**config.mk**
```make
export PLATFORM = sky130hd
export DESIGN_NAME = inst_fetch_queue
export DESIGN_NICKNAME = d
export VERILOG_FILES = /design/src/rtl/inst_fetch_queue.sv
export SDC_FILE = /design/constraint.sdc
export NUM_CORES = 1
export LEC_CHECK = 0
export CAP_MARGIN = 20
export CELL_PAD_IN_SITES_DETAIL_PLACEMENT = 1
export CELL_PAD_IN_SITES_GLOBAL_PLACEMENT = 1
export CORE_UTILIZATION = 52
export CTS_BUF_LIST = sky130_fd_sc_hd__clkbuf_4
export CTS_CLUSTER_DIAMETER = 40
export CTS_CLUSTER_SIZE = 16
export DETAILED_ROUTE_END_ITERATION = 16
export PLACE_DENSITY = 0.88
export SYNTH_ARGS = -nofsm -noshare
export SYNTH_HDL_FRONTEND = slang
export SYNTH_SLANG_ARGS = --single-unit
```
**constraint.sdc**
```tcl
create_clock -name clk_i -period 5.7 [get_ports clk_i]
set_input_delay 0.57 -clock clk_i [delete_from_list [all_inputs] [get_ports clk_i]]
set_output_delay 0.57 -clock clk_i [all_outputs]
set_load 0.01 [all_outputs]
```
**src/rtl/inst_fetch_queue.sv**
```systemverilog
// inst_fetch_queue: sequential-PC instruction fetch with req/ack memory port,
// a DEPTH-entry {pc, word} FIFO to decode, and redirect flush/restart.
module inst_fetch_queue #(
  parameter int          DEPTH    = 4,
  parameter logic [31:0] RESET_PC = 32'h0000_0000
) (
  input  logic        clk_i,
  input  logic        rst_ni,
  input  logic        redirect_valid_i,
  input  logic [31:0] redirect_pc_i,
  output logic        imem_req_o,
  output logic [31:0] imem_addr_o,
  input  logic        imem_ack_i,
  input  logic [31:0] imem_rdata_i,
  output logic        inst_valid_o,
  input  logic        inst_ready_i,
  output logic [31:0] instruction_o,
  output logic [31:0] inst_pc_o
);
  localparam int AW = $clog2(DEPTH);
  localparam int CW = AW + 1;
  localparam logic [CW-1:0] FULL = CW'(DEPTH);

  typedef enum logic [1:0] {IDLE, REQ, DROP} state_e;

  state_e        state_q, state_d;
  logic [31:0]   fetch_pc_q, fetch_pc_d;
  logic [31:0]   drop_addr_q, drop_addr_d;
  logic [CW-1:0] count_q, count_d;
  logic [AW-1:0] head_q, head_d, tail_q, tail_d;
  logic [31:0]   pc_q   [DEPTH];
  logic [31:0]   word_q [DEPTH];
  logic          push, pop;

  assign imem_req_o    = state_q != IDLE;
  assign imem_addr_o   = state_q == DROP ? drop_addr_q : fetch_pc_q;
  assign inst_valid_o  = count_q != '0;
  assign instruction_o = word_q[head_q];
  assign inst_pc_o     = pc_q[head_q];

  // A redirect wins over any push or pop in the same cycle.
  assign push    = state_q == REQ && imem_ack_i && !redirect_valid_i;
  assign pop     = inst_valid_o && inst_ready_i && !redirect_valid_i;
  assign count_d = redirect_valid_i ? '0 : count_q + CW'(push) - CW'(pop);
  assign head_d  = redirect_valid_i ? '0 : head_q + AW'(pop);
  assign tail_d  = redirect_valid_i ? '0 : tail_q + AW'(push);

  always_comb begin
    state_d     = state_q;
    fetch_pc_d  = fetch_pc_q;
    drop_addr_d = drop_addr_q;
    case (state_q)
      IDLE: state_d = (redirect_valid_i || count_q != FULL) ? REQ : IDLE;
      REQ: begin
        if (redirect_valid_i) begin
          state_d     = imem_ack_i ? REQ : DROP;
          drop_addr_d = fetch_pc_q;
        end else if (imem_ack_i) begin
          fetch_pc_d = fetch_pc_q + 32'd4;
          state_d    = count_d != FULL ? REQ : IDLE;
        end
      end
      default: state_d = imem_ack_i ? REQ : DROP;
    endcase
    if (redirect_valid_i) fetch_pc_d = redirect_pc_i & ~32'h3;
  end

  always_ff @(posedge clk_i or negedge rst_ni) begin
    if (!rst_ni) begin
      state_q     <= IDLE;
      fetch_pc_q  <= RESET_PC;
      drop_addr_q <= '0;
      count_q     <= '0;
      head_q      <= '0;
      tail_q      <= '0;
      for (int i = 0; i < DEPTH; i++) begin
        pc_q[i]   <= '0;
        word_q[i] <= '0;
      end
    end else begin
      state_q     <= state_d;
      fetch_pc_q  <= fetch_pc_d;
      drop_addr_q <= drop_addr_d;
      count_q     <= count_d;
      head_q      <= head_d;
      tail_q      <= tail_d;
      if (push) begin
        pc_q[tail_q]   <= fetch_pc_q;
        word_q[tail_q] <= imem_rdata_i;
      end
    end
  end
endmodule

```
# == Yosys cells after proc, flatten, opt, wreduce, memory -nomap -nowiden ==
# Index checks and enable logic that the tools add are counted.
# classes
addsub,5
n_lt_le_gt_ge,3
n_eq_ne,5
mux,23
bitwise_logic,2
reduce_logical,14
# op_table
op,n
$mux 32,9
$bwmux 128,2
$bmux 32 s2,2
$demux 32 s2,1
$add 32x3->32 const B,1
$mux 2,5
$ne 3x3->1 const B,3
$ge 3x3->1 const B,2
$not 2->3,2
$reduce_bool 2->1,3
$logic_and 1x1->1,5
$add 2x1->2,2
$pmux 2 s2,1
$reduce_and 2->1,2
$add 3x1->3,1
$lt 3x1->1 const B,1
$mux 3,1
$reduce_bool 3->1,1
$sub 3x1->3,1
$eq 2x1->1 const B,1
$eq 2x2->1 const B,1
$logic_not 2->1,1
$mux 1,2
$logic_not 1->1,1
$logic_or 1x1->1,1
# totals
register_bits,329
out_inout_bits,98
wordCells,66

# == Longest topological paths before layout ==
# depth
depth_word,11
depth_mapped,11

# == Worst setup path before layout ==
# No wires, ideal clock.
# synth_path
path_type,input to register
startpoint,in redirect_valid_i
endpoint,reg state_q[0]
setup_time_ns,0.131
arrival_time_ns,2.554
required_time_ns,5.569
path_slack_ns,3.015
stages,11
path_buffers,2
cell_sequence,clkbuf_1 > inv_1 > clkbuf_1 > and3_1 > ha_1 > inv_1 > ha_1 > fa_1 > nand3b_1 > nor4_1 > o21ai_0
# synth_between
elab_chain_cells,10
elab_cells_between_ends,14
# synth_lines
item,line,text
start: declaration,9,"input logic redirect_valid_i,"
$logic_not 1->1,"42, 43",
$logic_and 1x1->1,42,assign push = state_q == REQ && imem_ack_i && !redirect_valid_i;
$add 3x1->3,44,assign count_d = redirect_valid_i ? '0 : count_q + CW'(push) - CW'(pop);
$sub 3x1->3,44,
$mux 3,44,
$ne 3x3->1,60,state_d = count_d != FULL ? REQ : IDLE;
$mux 1,60,
$mux 2,58,end else if (imem_ack_i) begin
$mux 2,55,if (redirect_valid_i) begin
$pmux 2 s2,52,case (state_q)
end signal: assignment,81,state_q <= state_d;
end: declaration,26,"state_e state_q, state_d;"
# Parallel ways exist; a longest one is shown, timed or not. The select of a mux whose other input is x is not followed.
# A chain may end at the register's enable or synchronous reset.

# == Worst setup path after layout ==
# layout_path
startpoint,reg head_q[1]
endpoint,out instruction_o[29]
# layout_between
elab_chain_cells,4
# layout_lines
item,line,text
start: declaration,30,"logic [AW-1:0] head_q, head_d, tail_q, tail_d;"
start signal: assignment,74,head_q <= '0;
start signal: assignment,85,head_q <= head_d;
$not 2->3 (not written as such),38,assign instruction_o = word_q[head_q];
$bmux 32 s2,38,
$mux 32 (not written as such) (2 in series),38,
end: declaration,17,"output logic [31:0] instruction_o,"
# No other way between the ends. The select of a mux whose other input is x is not followed.

==> metrics.txt <==
critical path data arrival time 3.24 ns; antenna violations before repair 2; Max-slew headroom 36.7%; H-tree depth 2; Remaining DRCs 0; design area 17100 µm²; Clock Sinks 317; Fin. Hold Viols 0; hpwl dp 22.9 mm; final wirelength 35.4 mm; Num CTS Buffers 46; post-route core utilization 63.1%; CTS tree done; most common cell after layout, fill and taps aside dfrtp_1; Layout Skew 0.0198 ns; Hold Startpoint redirect_pc_i[20]; Initial Utilization 53.3%; Leak 7.42 nW; worst hold endpoint fetch_pc_q[20]; layout cell share with drive strength beyond 1 40.0%; Post-Synthesis Cell Area 14500 µm²; data required time at the worst endpoint 5.13 ns; Vias/cell 5.85; Layout Nets 1209; RR Endpoint state_q[0]; Top FF cell, synth dfrtp_1; Crit. End Element output port; Synth Register Bits 317; row count 60; Synth Warn # 0; RSZ-0062 raised after global routing false; final setup fails 0; pin count of the biggest net entering global routing 119; Pre-antenna DRT Iters 4; RR Startpoint state_q[0]; most frequent cells in the layout 315 x dfrtp_1, 298 x mux2_2, 158 x clkdlybuf4s50_1; routability cong. 0.756; FFs w/ async S/R, synth 100%; antenna viol nets, final 0; Tot Pwr 7.17 mW; Cells on Worst Hold Path 3; Max Root-Sink Buffers 3; GRT Total Usage 26.3%; min Tclk post-route 3.81 ns; status finished clean; max-cap violations 0; # resized after CTS 0; Placed Instance Area 16300 µm²; Mean Syn Cell Area 14.5 µm²; post-route setup slack 1.89 ns; Unique masters post-synth 47; Hold Crit Class input port to flop; Die X 169 µm; reg-to-reg setup timing slack 2.70 ns; Final Cycle Share 66.9%; Final Slew Violations 0; worst-margin pin slew 0.947 ns; first-pass GRT wire length 57.8 mm; Critical Path Source Type flop; sequential share of the synthesized area 54.9%; Crit Path Class flop to output port; PwrDens 419 nW/µm²; core area 27100 µm²; Root Driver clkbuf_4; R2R depth 10; VDD IR-drop max 216 µV; Post-Synthesis Cells 995; fill cell count 2535; Top-Level Pins 167; Post-synth EDFFs 0; clk slew on worst S/H paths 0.11 ns; initial DRC count 522; number of global-route vias before repair 10.1k; PortBufs 160; Die Footprint 28500 µm²; Setup Slack @ Placement 2.15 ns; vias 9037; gr ovfl total 0; Area growth syn-to-layout 18.2%; setup TNS 0 ns; wire per inst 22.9 µm; die height 169 µm; fmax 262 MHz; crit path max fanout 33; Worst-Skew Late Latency 0.68 ns
## repair_timing
action / 4_1_cts / 5_1_grt
hold buffers: 1 / 0
hold endpoints to repair: 94 / 0
setup buffers: 0 / 0
## logic make-up after synthesis
logic type                 synth area share, %
muxes                                     32.9
DFF                                       54.9
and+or+nand+nor                           5.17
buffers and inverters                     2.99
AOI/OAI and AO/OA                         2.54
xor gates and xnor gates                 0.909
adders and majority gates                0.571
other                                   0.0259
## where the power goes
group | internal, mW | leakage [nW] | total, mW | switching [mW]
logic | 1.43 | 2.95 | 2.29 | 0.856
registers | 2.84 | 4.07 | 3.25 | 0.407
clock network | 0.769 | 0.401 | 1.63 | 0.864
## critical path, cell delays in order (launching register included)
cell             delay, ns
dfrtp_2               0.99
buf_4                 0.61
mux4_2                0.39
clkdlybuf4s50_1       0.54
## how the worst max path moves through the flow
stage / from / end / slack (ns) / cells after the start
CTS: head_q[0] / inst_pc_o[27] / 1.57 / 3
global placement: imem_ack_i / state_q[0] / 2.22 / 11
finish: head_q[1] / instruction_o[29] / 1.89 / 3
floorplan: redirect_valid_i / state_q[0] / 3.02 / 11
detailed placement: imem_ack_i / state_q[0] / 2.15 / 11
global route: head_q[1] / instruction_o[29] / 1.74 / 3
## cell usage after synthesis (9+ instances only)
library cell / instances / area share (%)
nand3_1: 9 / 0.31
mux2_2: 298 / 23
or3_1: 10 / 0.43
nand4_1: 11 / 0.48
dfrtp_1: 317 / 55
nand2_1: 34 / 0.88
clkbuf_1: 43 / 1.1
o21ai_0: 31 / 1.1
buf_2: 31 / 1.1
xnor2_1: 14 / 0.85
inv_1: 10 / 0.26
nor2_1: 24 / 0.62
a31oi_1: 14 / 0.61
mux4_2: 62 / 9.7
## sequential cells by signal, summed over array words and instances (netlist names)
signal / flops
drop_addr_q: 30
count_q: 3
head_q: 2
state_q: 2
pc_q: 120
fetch_pc_q: 30
tail_q: 2
word_q: 128
## layer usage
| layer | up-vias | GRT usage (%) | wire (µm) |
|---|---|---|---|
| met5 | - | 0 | 11 |
| met4 | 2 | 8.66 | 817 |
| met1 | 4780 | 34.6 | 14800 |
| li1 | 3970 | - | - |
| met3 | 65 | 4.42 | 1620 |
| met2 | 220 | 44.5 | 18200 |
## final cells by class
class / instances / area [µm²] / share of cell area, %
sequential: 317 / 7940 / 46.4
multi-input combinational: 582 / 6130 / 35.9
timing repair buffer: 177 / 1780 / 10.4
tap: 372 / 465 / 2.72
clock buffer: 56 / 420 / 2.46
clock inverter: 29 / 322 / 1.88
inverter: 10 / 37.5 / 0.220
antenna: 1 / 2.50 / 0.0146
## metrics by stage
step           std cells  hold slack [ns]
2_1_floorplan        998            0.274
3_3_place_gp        1455            0.463
3_5_place_dp        1455            0.475
4_1_cts             1541            0.393
5_1_grt             1544            0.429
6_report            1544            0.454
Note: power is estimated with default switching activity, not from simulation.
